## config.mk

```make
export PLATFORM = sky130hd
export DESIGN_NAME = serial_adder_flat
export DESIGN_NICKNAME = d
export VERILOG_FILES = /design/src/rtl/serial_adder_if.sv /design/src/rtl/serial_adder.sv /design/src/flat_wrapper.sv
export SDC_FILE = /design/constraint.sdc
export NUM_CORES = 1
export LEC_CHECK = 0
export ABC_AREA = 1
export CAP_MARGIN = 0
export CORE_MARGIN = 4
export CORE_UTILIZATION = 55
export CTS_CLUSTER_SIZE = 30
export DETAILED_ROUTE_END_ITERATION = 8
export PLACE_DENSITY = 0.85
export SLEW_MARGIN = 20
export SYNTH_ARGS = -nofsm -noshare
export SYNTH_HDL_FRONTEND = slang
export SYNTH_SLANG_ARGS = --single-unit
```

## constraint.sdc

```tcl
create_clock -name clk -period 2.4 [get_ports clk]
set_clock_uncertainty 0.05 [all_clocks]
set_input_delay 0.24 -clock clk [delete_from_list [all_inputs] [get_ports clk]]
set_output_delay 0.24 -clock clk [all_outputs]
set_load 0.05 [all_outputs]
```

## src/rtl/serial_adder_if.sv

```systemverilog
// Handshake bundle for serial_adder: operand request channel in, result channel out.
// master = producer/consumer side, slave = the adder.
interface serial_adder_if #(
    parameter int WIDTH = 16
);
    logic             in_valid;
    logic             in_ready;
    logic [WIDTH-1:0] a;
    logic [WIDTH-1:0] b;
    logic             cin;
    logic             sub;
    logic             out_valid;
    logic             out_ready;
    logic [WIDTH-1:0] sum;
    logic             cout;
    logic             ovf;

    modport master (
        output in_valid, a, b, cin, sub, out_ready,
        input  in_ready, out_valid, sum, cout, ovf
    );

    modport slave (
        input  in_valid, a, b, cin, sub, out_ready,
        output in_ready, out_valid, sum, cout, ovf
    );
endinterface

```

## src/rtl/serial_adder.sv

```systemverilog
// Digit-serial adder/subtractor: DIGIT bits per cycle, LSB digit first, one carry register.
// IDLE accepts operands, RUN takes WIDTH/DIGIT cycles, DONE holds the result until taken.
module serial_adder #(
    parameter int WIDTH = 16,
    parameter int DIGIT = 4
) (
    input  logic          clk,
    input  logic          rst_n,
    serial_adder_if.slave bus
);
    localparam int N  = WIDTH / DIGIT;
    localparam int CW = (N > 1) ? $clog2(N) : 1;
    localparam logic [CW-1:0] LAST = CW'(N - 1);

    localparam logic [1:0] S_IDLE = 2'd0;
    localparam logic [1:0] S_RUN  = 2'd1;
    localparam logic [1:0] S_DONE = 2'd2;

    logic [1:0]       state_q, state_d;
    logic [CW-1:0]    cnt_q, cnt_d;
    logic [WIDTH-1:0] a_sh_q, a_sh_d;
    logic [WIDTH-1:0] b_sh_q, b_sh_d;
    logic [WIDTH-1:0] sum_q, sum_d;
    logic             carry_q, carry_d;
    logic             a_sign_q, a_sign_d;
    logic             b_sign_q, b_sign_d;
    logic             cout_q, cout_d;
    logic             ovf_q, ovf_d;

    logic [WIDTH-1:0] b_eff;
    logic [DIGIT:0]   digit_sum;
    logic [WIDTH-1:0] sum_shift;

    // Subtraction is A + ~B + ~cin, so B is inverted once at accept time.
    assign b_eff = bus.b ^ {WIDTH{bus.sub}};

    assign digit_sum = {1'b0, a_sh_q[DIGIT-1:0]}
                     + {1'b0, b_sh_q[DIGIT-1:0]}
                     + {{DIGIT{1'b0}}, carry_q};

    // New digit enters the result from the MSB end; a single digit fills it outright.
    generate
        if (DIGIT == WIDTH) begin : g_full_digit
            assign sum_shift = digit_sum[DIGIT-1:0];
        end else begin : g_part_digit
            assign sum_shift = {digit_sum[DIGIT-1:0], sum_q[WIDTH-1:DIGIT]};
        end
    endgenerate

    always_comb begin
        state_d  = state_q;
        cnt_d    = cnt_q;
        a_sh_d   = a_sh_q;
        b_sh_d   = b_sh_q;
        sum_d    = sum_q;
        carry_d  = carry_q;
        a_sign_d = a_sign_q;
        b_sign_d = b_sign_q;
        cout_d   = cout_q;
        ovf_d    = ovf_q;
        case (state_q)
            S_IDLE: begin
                if (bus.in_valid) begin
                    a_sh_d   = bus.a;
                    b_sh_d   = b_eff;
                    carry_d  = bus.cin ^ bus.sub;
                    a_sign_d = bus.a[WIDTH-1];
                    b_sign_d = b_eff[WIDTH-1];
                    cnt_d    = '0;
                    state_d  = S_RUN;
                end
            end
            S_RUN: begin
                a_sh_d  = a_sh_q >> DIGIT;
                b_sh_d  = b_sh_q >> DIGIT;
                sum_d   = sum_shift;
                carry_d = digit_sum[DIGIT];
                cnt_d   = cnt_q + CW'(1);
                if (cnt_q == LAST) begin
                    state_d = S_DONE;
                    cout_d  = digit_sum[DIGIT];
                    ovf_d   = (a_sign_q == b_sign_q) && (sum_shift[WIDTH-1] != a_sign_q);
                end
            end
            S_DONE: begin
                if (bus.out_ready) begin
                    state_d = S_IDLE;
                end
            end
            default: state_d = S_IDLE;
        endcase
    end

    always_ff @(posedge clk or negedge rst_n) begin
        if (!rst_n) begin
            state_q  <= S_IDLE;
            cnt_q    <= '0;
            a_sh_q   <= '0;
            b_sh_q   <= '0;
            sum_q    <= '0;
            carry_q  <= 1'b0;
            a_sign_q <= 1'b0;
            b_sign_q <= 1'b0;
            cout_q   <= 1'b0;
            ovf_q    <= 1'b0;
        end else begin
            state_q  <= state_d;
            cnt_q    <= cnt_d;
            a_sh_q   <= a_sh_d;
            b_sh_q   <= b_sh_d;
            sum_q    <= sum_d;
            carry_q  <= carry_d;
            a_sign_q <= a_sign_d;
            b_sign_q <= b_sign_d;
            cout_q   <= cout_d;
            ovf_q    <= ovf_d;
        end
    end

    assign bus.in_ready  = (state_q == S_IDLE);
    assign bus.out_valid = (state_q == S_DONE);
    assign bus.sum       = sum_q;
    assign bus.cout      = cout_q;
    assign bus.ovf       = ovf_q;
endmodule

```

## src/flat_wrapper.sv

```systemverilog
// flat-port wrapper written by rule: the top's interface ports become plain ports
module serial_adder_flat 
#(
    parameter int WIDTH = 16,
    parameter int DIGIT = 4
)
  (clk, rst_n, bus_in_valid, bus_a, bus_b, bus_cin, bus_sub, bus_out_ready, bus_in_ready, bus_out_valid, bus_sum, bus_cout, bus_ovf);
  serial_adder_if #(.WIDTH(WIDTH)) bus_i ();
  input  logic clk;
  input  logic rst_n;
  input wire logic [$bits(bus_i.in_valid)-1:0] bus_in_valid;
  input wire logic [$bits(bus_i.a)-1:0] bus_a;
  input wire logic [$bits(bus_i.b)-1:0] bus_b;
  input wire logic [$bits(bus_i.cin)-1:0] bus_cin;
  input wire logic [$bits(bus_i.sub)-1:0] bus_sub;
  input wire logic [$bits(bus_i.out_ready)-1:0] bus_out_ready;
  output wire logic [$bits(bus_i.in_ready)-1:0] bus_in_ready;
  output wire logic [$bits(bus_i.out_valid)-1:0] bus_out_valid;
  output wire logic [$bits(bus_i.sum)-1:0] bus_sum;
  output wire logic [$bits(bus_i.cout)-1:0] bus_cout;
  output wire logic [$bits(bus_i.ovf)-1:0] bus_ovf;
  assign bus_i.in_valid = bus_in_valid;
  assign bus_i.a = bus_a;
  assign bus_i.b = bus_b;
  assign bus_i.cin = bus_cin;
  assign bus_i.sub = bus_sub;
  assign bus_i.out_ready = bus_out_ready;
  assign bus_in_ready = bus_i.in_ready;
  assign bus_out_valid = bus_i.out_valid;
  assign bus_sum = bus_i.sum;
  assign bus_cout = bus_i.cout;
  assign bus_ovf = bus_i.ovf;
  serial_adder #(.WIDTH(WIDTH), .DIGIT(DIGIT)) u_core (.clk(clk), .rst_n(rst_n), .bus(bus_i));
endmodule
```

==> out/metrics.cfg, run 1 <==
[worst_hold_path]
hp-class=in2async

[setup_path]
end_kind=output port
cp.required_ns=2.11
r2r_end=u_core.bus.ovf
path_class=reg2out
cp-start-kind=register
r2r-start=u_core.state_q[1]
cp_max_fo=4
cp.arrival_ns=1.69
rr_worst_depth=7
r2r_setup_slack_ns=0.64

[synth]
yosys_warnings=0
syn_area_sq_mm=0.00273
synth.net_count=337
avgSynthCellArea_sq_um=9.31
ys_top_cells_by_area=dfrtp_1, nand2_1, xnor2_1
yosys.area.top_type=dfrtp_1
syn_inst=293
synth-seq-area-share=0.523
ys_ff_latch=57
synthFlopType=dfrtp_1
async_flop_share=1.00
synth_top_cell_area_share=0.523
synth-edff-count=0
synthMostInstantiatedCell=nand2_1
yosys-top-cells-count=nand2_1, dfrtp_1, inv_1, o21ai_0, xnor2_1
synth_cell_types=31

[floorplanning]
die_h_microns=78.4
num_io_pins=58
dieArea_sq_mm=0.00615
die_x_microns=78.4
core_sq_mm=0.00475
num_rows=25
initial_core_util=0.574

[place]
port_buffers=57
dpl.cell_count=408
hpwl_microns=4130
gp_congestion=0.786
pre_cts_ws_ns=0.650

[timing]
tightest_slew_ns=0.694
timing.hold.ws_ns=-0.00813
layout_min_cycle_time_ns=1.98
hold_violations=23
rsz0062_at_grt=false
slew_viol_final=0
setup_viol=0
period_share=0.826
slew_headroom=0.537
setup_ws_ns=0.418
timing.fmax_mhz=504
final.setup.tns_ns=0

[routing]
final_antenna_net_count=0
drtPass1Iterations=6
vias_per_cell=5.26
first_iter_violations=164
dr_total_vias=2230
drc=0
routedWlPerCell_microns=13.8
routed_wl_microns=5860

[clock_network]
cts_setup_buffers=0
numCtsBuffers=9
cts_max_level=3
cts.reportedPaths.clkPinSlew_ns=0.07
postCtsHoldBufs=0
clock-sinks=57
cts_tree=yes
clockBufferDepth=2
clkLatencyLatePin_ns=0.34
cts-resized-gates=0
cts-root-buf=clkbuf_8

[layout]
diodes=0
fin_cells=424
drive_gt1_frac=0.0840
areaGrowthSynthToFinish_pct=28.0
layout.nets=396

[outcome]
failed_checks=negative hold slack
status=finished with violations

[global_route]
grt.overflow.total=0
grt_use_total=0.209
grt_pass1_vias=2165
grt_max_degree=58
grt_pass1_wl_microns=9870
antenna_found_initial=0

[pwr]
vdd_drop_max_v=0.00114
p_leak_nw=1.58
power_density_mw_per_mm2=1530

[job]
drv_cap=0

metal layers:
layer  vias up  track usage  routed length (microns)
li1       1076            -                        -
met5         -            0                        0
met4         0       0.0787                       99
met3        11       0.0619                      341
met2        69        0.349                     2930
met1      1074        0.256                     2490
critical path: stages, from the launching register on:
cell	delay, ns
dfrtp_1	0.41
nor2_2	0.12
clkdlybuf4s50_1	0.82
where the power goes:
part / switching (W) / internal (W) / total [W]
sequential: 0.000260 / 0.00144 / 0.00170
clock: 0.000390 / 0.000474 / 0.000863
combinational: 0.00181 / 0.000957 / 0.00277
flip-flops by register name, summed over array words and instances, names as in the netlist:
name and cells:
u_core.a_sign_q 1, u_core.a_sh_q 16, u_core.b_sh_q 16, u_core.cnt_q 2, u_core.carry_q 1, u_core.bus.cout 1, u_core.bus.ovf 1, u_core.state_q 2
u_core.b_sign_q 1, u_core.bus.sum 16
cells by family after synthesis:
| kind of cell | Yosys count | synth area share |
|---|---|---|
| AND/OR/NAND/NOR | 110 | 0.171 |
| AO/OA/AOI/OAI | 59 | 0.135 |
| flip-flops | 57 | 0.523 |
| buffers and inverters | 44 | 0.0835 |
| XOR/XNOR | 17 | 0.0546 |
| adder cells (fa/ha/maj) | 6 | 0.0330 |
cells in the final DEF (no fill, tap or decap), drive strengths merged, types with 3 or more instances in the layout:
cell | synthesis | final
o211ai | 11 | 11
buf | 12 | 6
nand3 | 12 | 12
o21ai | 31 | 31
xnor2 | 16 | 16
a211oi | 5 | 5
clkdlybuf4s50 | 0 | 56
ha | 4 | 4
clkinv | 0 | 5
clkbuf | 2 | 10
nor2 | 9 | 9
nand2 | 84 | 84
a21oi | 4 | 4
o21a | 3 | 3
nor3 | 5 | 5
dfrtp | 57 | 57
inv | 30 | 30
through the flow:
| stage | instance area, sq um | hold WS [ns] | utilization | total power (W) |
|---|---|---|---|---|
| 2_1_floorplan | 2730 | -0.106 | - | 0.00379 |
| 3_3_place_gp | 3300 | 0.363 | 0.695 | 0.00436 |
| 3_5_place_dp | 3300 | 0.366 | 0.695 | 0.00448 |
| 4_1_cts | 3490 | 0.00940 | 0.734 | 0.00536 |
| 5_1_grt | 3490 | 0.0431 | 0.734 | 0.00576 |
| 6_report | 3490 | -0.00813 | 0.734 | 0.00533 |
worst max-delay path by stage:
| stage | from | to | slack, ns | cells after the start |
|---|---|---|---|---|
| after floorplan | u_core.state_q[0] | u_core.b_sh_q[11] | 0.68 | 7 |
| after global placement | u_core.state_q[1] | u_core.bus.ovf | 0.73 | 7 |
| after detailed placement | u_core.carry_q | u_core.carry_q | 0.65 | 8 |
| after CTS | u_core.state_q[0] | bus_in_ready | 0.40 | 2 |
| after global routing | u_core.state_q[0] | bus_out_valid | 0.34 | 2 |
| final | u_core.state_q[0] | bus_in_ready | 0.42 | 2 |
area by class of cell:
| cell class | instances | area, sq um |
|---|---|---|
| flip-flops and latches | 57 | 1430 |
| fillers | 376 | 1260 |
| multi-input cells | 192 | 1070 |
| repair buffers | 62 | 603 |
| clock buffers | 10 | 128 |
| inverters | 30 | 118 |
| well taps | 67 | 83.8 |
| clock inverters | 6 | 58.8 |
(Power assumes the default switching activity.)
==> run 2, diff against run 1 <==
--- a/config.mk
+++ b/config.mk
@@ -8,10 +8,10 @@
 export ABC_AREA = 1
 export CAP_MARGIN = 0
 export CORE_MARGIN = 4
-export CORE_UTILIZATION = 55
+export CORE_UTILIZATION = 51
 export CTS_CLUSTER_SIZE = 30
 export DETAILED_ROUTE_END_ITERATION = 8
-export PLACE_DENSITY = 0.85
+export PLACE_DENSITY = 0.8
 export SLEW_MARGIN = 20
 export SYNTH_ARGS = -nofsm -noshare
 export SYNTH_HDL_FRONTEND = slang
==> constraint.sdc (replaced) <==
create_clock -name clk -period 1.9 [get_ports clk]
set_clock_uncertainty 0.05 [all_clocks]
set_input_delay 0.19 -clock clk [delete_from_list [all_inputs] [get_ports clk]]
set_output_delay 0.19 -clock clk [all_outputs]
set_load 0.05 [all_outputs]
==> run 2 against run 1 <==
The flow now finishes without violations; global-route usage down 1.6 points; die area rose by 7.0%; worst setup slack got worse by 0.29 ns; total power is 23% higher; sequential power rose by 26%; combinational power up 26%; register-to-register slack worse by 0.46 ns; cell area unchanged; via count decreased by 2.1%; flip-flop and latch count is the same; clock power grew 5.7%; critical endpoint is now bus_sum[11].
==> out/metrics.cfg, run 2 (same netlist as run 1, synthesis figures left out) <==
[outcome]
status=finished, final reports clean

[place]
hpwl_microns=4230
port_buffers=57
gp_congestion=0.809

[routing]
dr_total_vias=2183
routed_wl_microns=5820
final_antenna_net_count=0
drtPass1Iterations=4
drc=0
vias_per_cell=5.11
routedWlPerCell_microns=13.6
first_iter_violations=115

[setup_path]
cp-start-kind=register
cp.arrival_ns=1.54
slowest_delay_ns=0.83
end_kind=output port
crit_chain=clkdlybuf4s50_1
slowest_stage=clkdlybuf4s50_1
path_delay_family=buffers and inverters
cp_max_fo=3
cp.required_ns=1.66
path_class=reg2out
path_buf_inv=1

[timing]
setup_viol=0
layout_min_cycle_time_ns=1.78
hold_violations=0
rsz0062_at_grt=false
slew_viol_final=0
slew_headroom=0.645
tightest_slew_ns=0.532
final.setup.tns_ns=0
period_share=0.935
timing.fmax_mhz=563

[clock_network]
cts_tree=yes
cts_setup_buffers=0
clock-sinks=57
cts.reportedPaths.clkPinSlew_ns=0.06
numCtsBuffers=9
cts_max_level=3
clkLatencyLatePin_ns=0.33
cts-resized-gates=0
cts-root-buf=clkbuf_8
clockBufferDepth=2

[floorplanning]
die_h_microns=81.1
num_rows=26
dieArea_sq_mm=0.00658
num_io_pins=58
initial_core_util=0.531
core_sq_mm=0.00514
die_x_microns=81.1

[worst_hold_path]
hp-class=in2async

[layout]
drive_gt1_frac=0.0840
diodes=0
areaGrowthSynthToFinish_pct=28.0
mostFrequentLayoutCells=nand2_1, dfrtp_1, clkdlybuf4s50_1
fill_cells=466
layout.nets=399
utilization=0.679
layout_commonest_cell=nand2_1

[global_route]
grt_max_degree=37
grt_use_total=0.193
grt_pass1_wl_microns=9600
grt_pass1_vias=2124
antenna_found_initial=0
grt.overflow.total=0

[pwr]
p_sw_w=0.00303
seq_power_share=0.328
power_density_mw_per_mm2=1880
p_leak_nw=1.58
combPwrFrac=0.533
vdd_drop_max_v=0.000861
internal-power_w=0.00353
clkPwrFrac=0.139
switching_share=0.462

[job]
drv_cap=0

## run 2: changes by cell type in the layout (fill, tap and decap cells not counted)
cell,delta
bufinv_16,-1
clkinv_4,-1
buf_4,+3
clkbuf_8,+1
buf_12,+1
clkinv_2,-3
clkdlybuf4s50_1,-2
clkbuf_1,+1
dlygate4sd3_1,+1
## run 2: per-stage QoR
stage	instance area, sq um	hold WS, ns	worst slack, ns	std cells	total power (W)
2_1_floorplan	2730	-0.156	0.177	293	0.00479
3_3_place_gp	3330	0.144	0.248	413	0.00554
3_5_place_dp	3330	0.148	0.205	413	0.00569
4_1_cts	3490	0.323	0.105	427	0.00663
5_1_grt	3490	0.355	0.0698	427	0.00710
6_report	3490	0.322	0.124	427	0.00657
## run 2: path summary, 6_finish.rpt
| check | start | to | slack, ns | cells past startpoint |
|---|---|---|---|---|
| setup / recovery | u_core.bus.sum[11] | bus_sum[11] | 0.12 | 1 |
| hold reg to reg | u_core.a_sh_q[4] | u_core.a_sh_q[4] | 0.43 | 2 |
| max in group asynchronous | rst_n | u_core.bus.sum[8] | 0.91 | 3 |
| hold / removal | rst_n | u_core.a_sign_q | 0.32 | 2 |
| min in group clk | bus_a[13] | u_core.a_sh_q[13] | 0.36 | 3 |
| setup reg to reg | u_core.carry_q | u_core.carry_q | 0.18 | 8 |
## run 2: what timing repair did
item                                    4_1_cts  5_1_grt
endpoints found under the hold margin        21        0
endpoints found under the setup margin        0        0
hold buffers                                  1        0
## run 2: power by group through the flow
stage / logic, W / registers [W] / clock network [W]
after global placement: 0.00340 / 0.00213 / 0
after global routing: 0.00389 / 0.00221 / 0.00100
after CTS: 0.00354 / 0.00215 / 0.000941
after detailed placement: 0.00352 / 0.00217 / 0
final: 0.00350 / 0.00215 / 0.000912
after floorplan: 0.00213 / 0.00267 / 0
## run 2: routing by layer
layer  global-route usage  vias to the layer above  part of all wire
li1                     -                     1072                 -
met1                0.232                     1044              0.45
met2                0.337                       58              0.49
met3               0.0499                        9             0.043
met4               0.0659                        0             0.017
met5                    0                        -                 0
## run 2: final cells by class
cell class                      instances  area, sq um  share of cell area
Inverter                               30          118              0.0337
Tap cell                               70         87.6              0.0251
Clock inverter                          1         5.00             0.00143
Multi-Input combinational cell        192         1070               0.308
Clock buffer                           12          145              0.0416
Sequential cell                        57         1430               0.409
Timing Repair Buffer                   65          636               0.182
==> run 3, diff against run 2 <==
--- a/config.mk
+++ b/config.mk
@@ -11,7 +11,7 @@
 export CORE_UTILIZATION = 51
 export CTS_CLUSTER_SIZE = 30
 export DETAILED_ROUTE_END_ITERATION = 8
-export PLACE_DENSITY = 0.8
+export PLACE_DENSITY = 0.87
 export SLEW_MARGIN = 20
 export SYNTH_ARGS = -nofsm -noshare
 export SYNTH_HDL_FRONTEND = slang
==> run 3 against run 2 <==
Global-route usage is 0.85 points higher; critical endpoint is now bus_sum[10]; core utilization is 1.1 points higher; largest power group unchanged; first-iteration DRC count is 43% higher.
==> out/metrics.cfg, run 3 (same netlist as run 1, synthesis figures left out) <==
[pwr]
vdd_drop_max_v=0.000960
p_leak_nw=1.60
power_density_mw_per_mm2=1910
power.total_w=0.00677

[global_route]
grt_use_total=0.202
antenna_found_initial=0
use_met2=0.331
met3_usage=0.0388
busiest_layer=met2
grt.overflow.total=0
grt_max_degree=38
grt_use_met1=0.247
grt_pass1_wl_microns=9960
grt_pass1_vias=2218

[routing]
drc=0
routed_wl_microns=5970
routedWlPerCell_microns=13.9
first_iter_violations=165
final_antenna_net_count=0
drtPass1Iterations=5
dr_total_vias=2234
vias_per_cell=5.22

[layout]
mostFrequentLayoutCells=nand2_1, dfrtp_1, clkdlybuf4s50_1
drive_gt1_frac=0.0922
areaGrowthSynthToFinish_pct=30.0
diodes=0
utilization=0.690
layout_commonest_cell=nand2_1
layout.nets=398

[clock_network]
cts_tree=yes
numCtsBuffers=9
clkLatencyLatePin_ns=0.34
clockBufferDepth=2
clock-sinks=57
postCtsHoldBufs=1
cts_max_level=3
cts.reportedPaths.clkPinSlew_ns=0.06
cts-root-buf=clkbuf_8
cts_setup_buffers=0
cts-resized-gates=0

[setup_path]
cp-start-kind=register
end_kind=output port
slowest_delay_ns=0.82
rr_worst_depth=8
slowest_stage=clkdlybuf4s50_1
cp.required_ns=1.66
cp_max_fo=3
cp.arrival_ns=1.54
crit_cells=1
path_class=reg2out
path_buf_inv=1
path_delay_family=buffers and inverters
crit_chain=clkdlybuf4s50_1

[floorplanning]
core_sq_mm=0.00514
initial_core_util=0.531
dieArea_sq_mm=0.00658
num_rows=26
die_h_microns=81.1
die_x_microns=81.1
num_io_pins=58

[timing]
slew_headroom=0.662
rsz0062_at_grt=false
setup_viol=0
hold_violations=0
timing.hold.ws_ns=0.311
setup_ws_ns=0.122
final.setup.tns_ns=0
tightest_slew_ns=0.506
layout_min_cycle_time_ns=1.78
timing.fmax_mhz=562
period_share=0.936
slew_viol_final=0

[place]
gp_congestion=0.835
pre_cts_ws_ns=0.190
port_buffers=57
hpwl_microns=4260

[worst_hold_path]
hp-class=in2async

[job]
drv_cap=0

[outcome]
status=finished, final reports clean

==> run 3: changes by cell type in the layout (fill, tap and decap cells not counted), sizes merged <==
cell      delta
clkbuf       +2
clkinv       -1
clkinvlp     +1
buf          -1
==> run 3: area by class of cell <==
| class | instances | area [sq um] |
|---|---|---|
| clock buffers | 14 | 193 |
| clock inverters | 1 | 7.51 |
| fillers | 419 | 1590 |
| inverters | 30 | 118 |
| multi-input cells | 192 | 1070 |
| flip-flops and latches | 57 | 1430 |
| well taps | 70 | 87.6 |
| repair buffers | 64 | 641 |
==> run 3: stage by stage <==
| step | area (sq um) | instances |
|---|---|---|
| after floorplan | 2730 | 293 |
| after global placement | 3340 | 412 |
| after detailed placement | 3340 | 412 |
| after CTS | 3550 | 428 |
| after global routing | 3550 | 428 |
| final | 3550 | 428 |
==> run 3: path summary, 6_finish.rpt <==
path	from	end	slack (ns)
setup reg to reg	u_core.carry_q	u_core.carry_q	0.17
hold reg to reg	u_core.bus.sum[1]	u_core.bus.sum[1]	0.43
max in group asynchronous	rst_n	u_core.b_sh_q[6]	0.92
hold / removal	rst_n	u_core.bus.sum[5]	0.31
setup / recovery	u_core.bus.sum[10]	bus_sum[10]	0.12
min in group clk	bus_a[14]	u_core.a_sh_q[14]	0.36
==> run 3: per-layer routing <==
metal / share of wire / wire length [microns] / vias up
met5: 0 / 0 / -
met4: 0.031 / 182 / 0
met3: 0.055 / 329 / 19
met2: 0.50 / 2970 / 75
met1: 0.42 / 2490 / 1069
li1: - / - / 1071
==> run 3: report_power, final <==
| group | switching (W) | leakage (nW) | internal [W] |
|---|---|---|---|
| Combinational | 0.00230 | 0.786 | 0.00121 |
| Clock | 0.000465 | 0.101 | 0.000644 |
| Sequential | 0.000331 | 0.713 | 0.00181 |
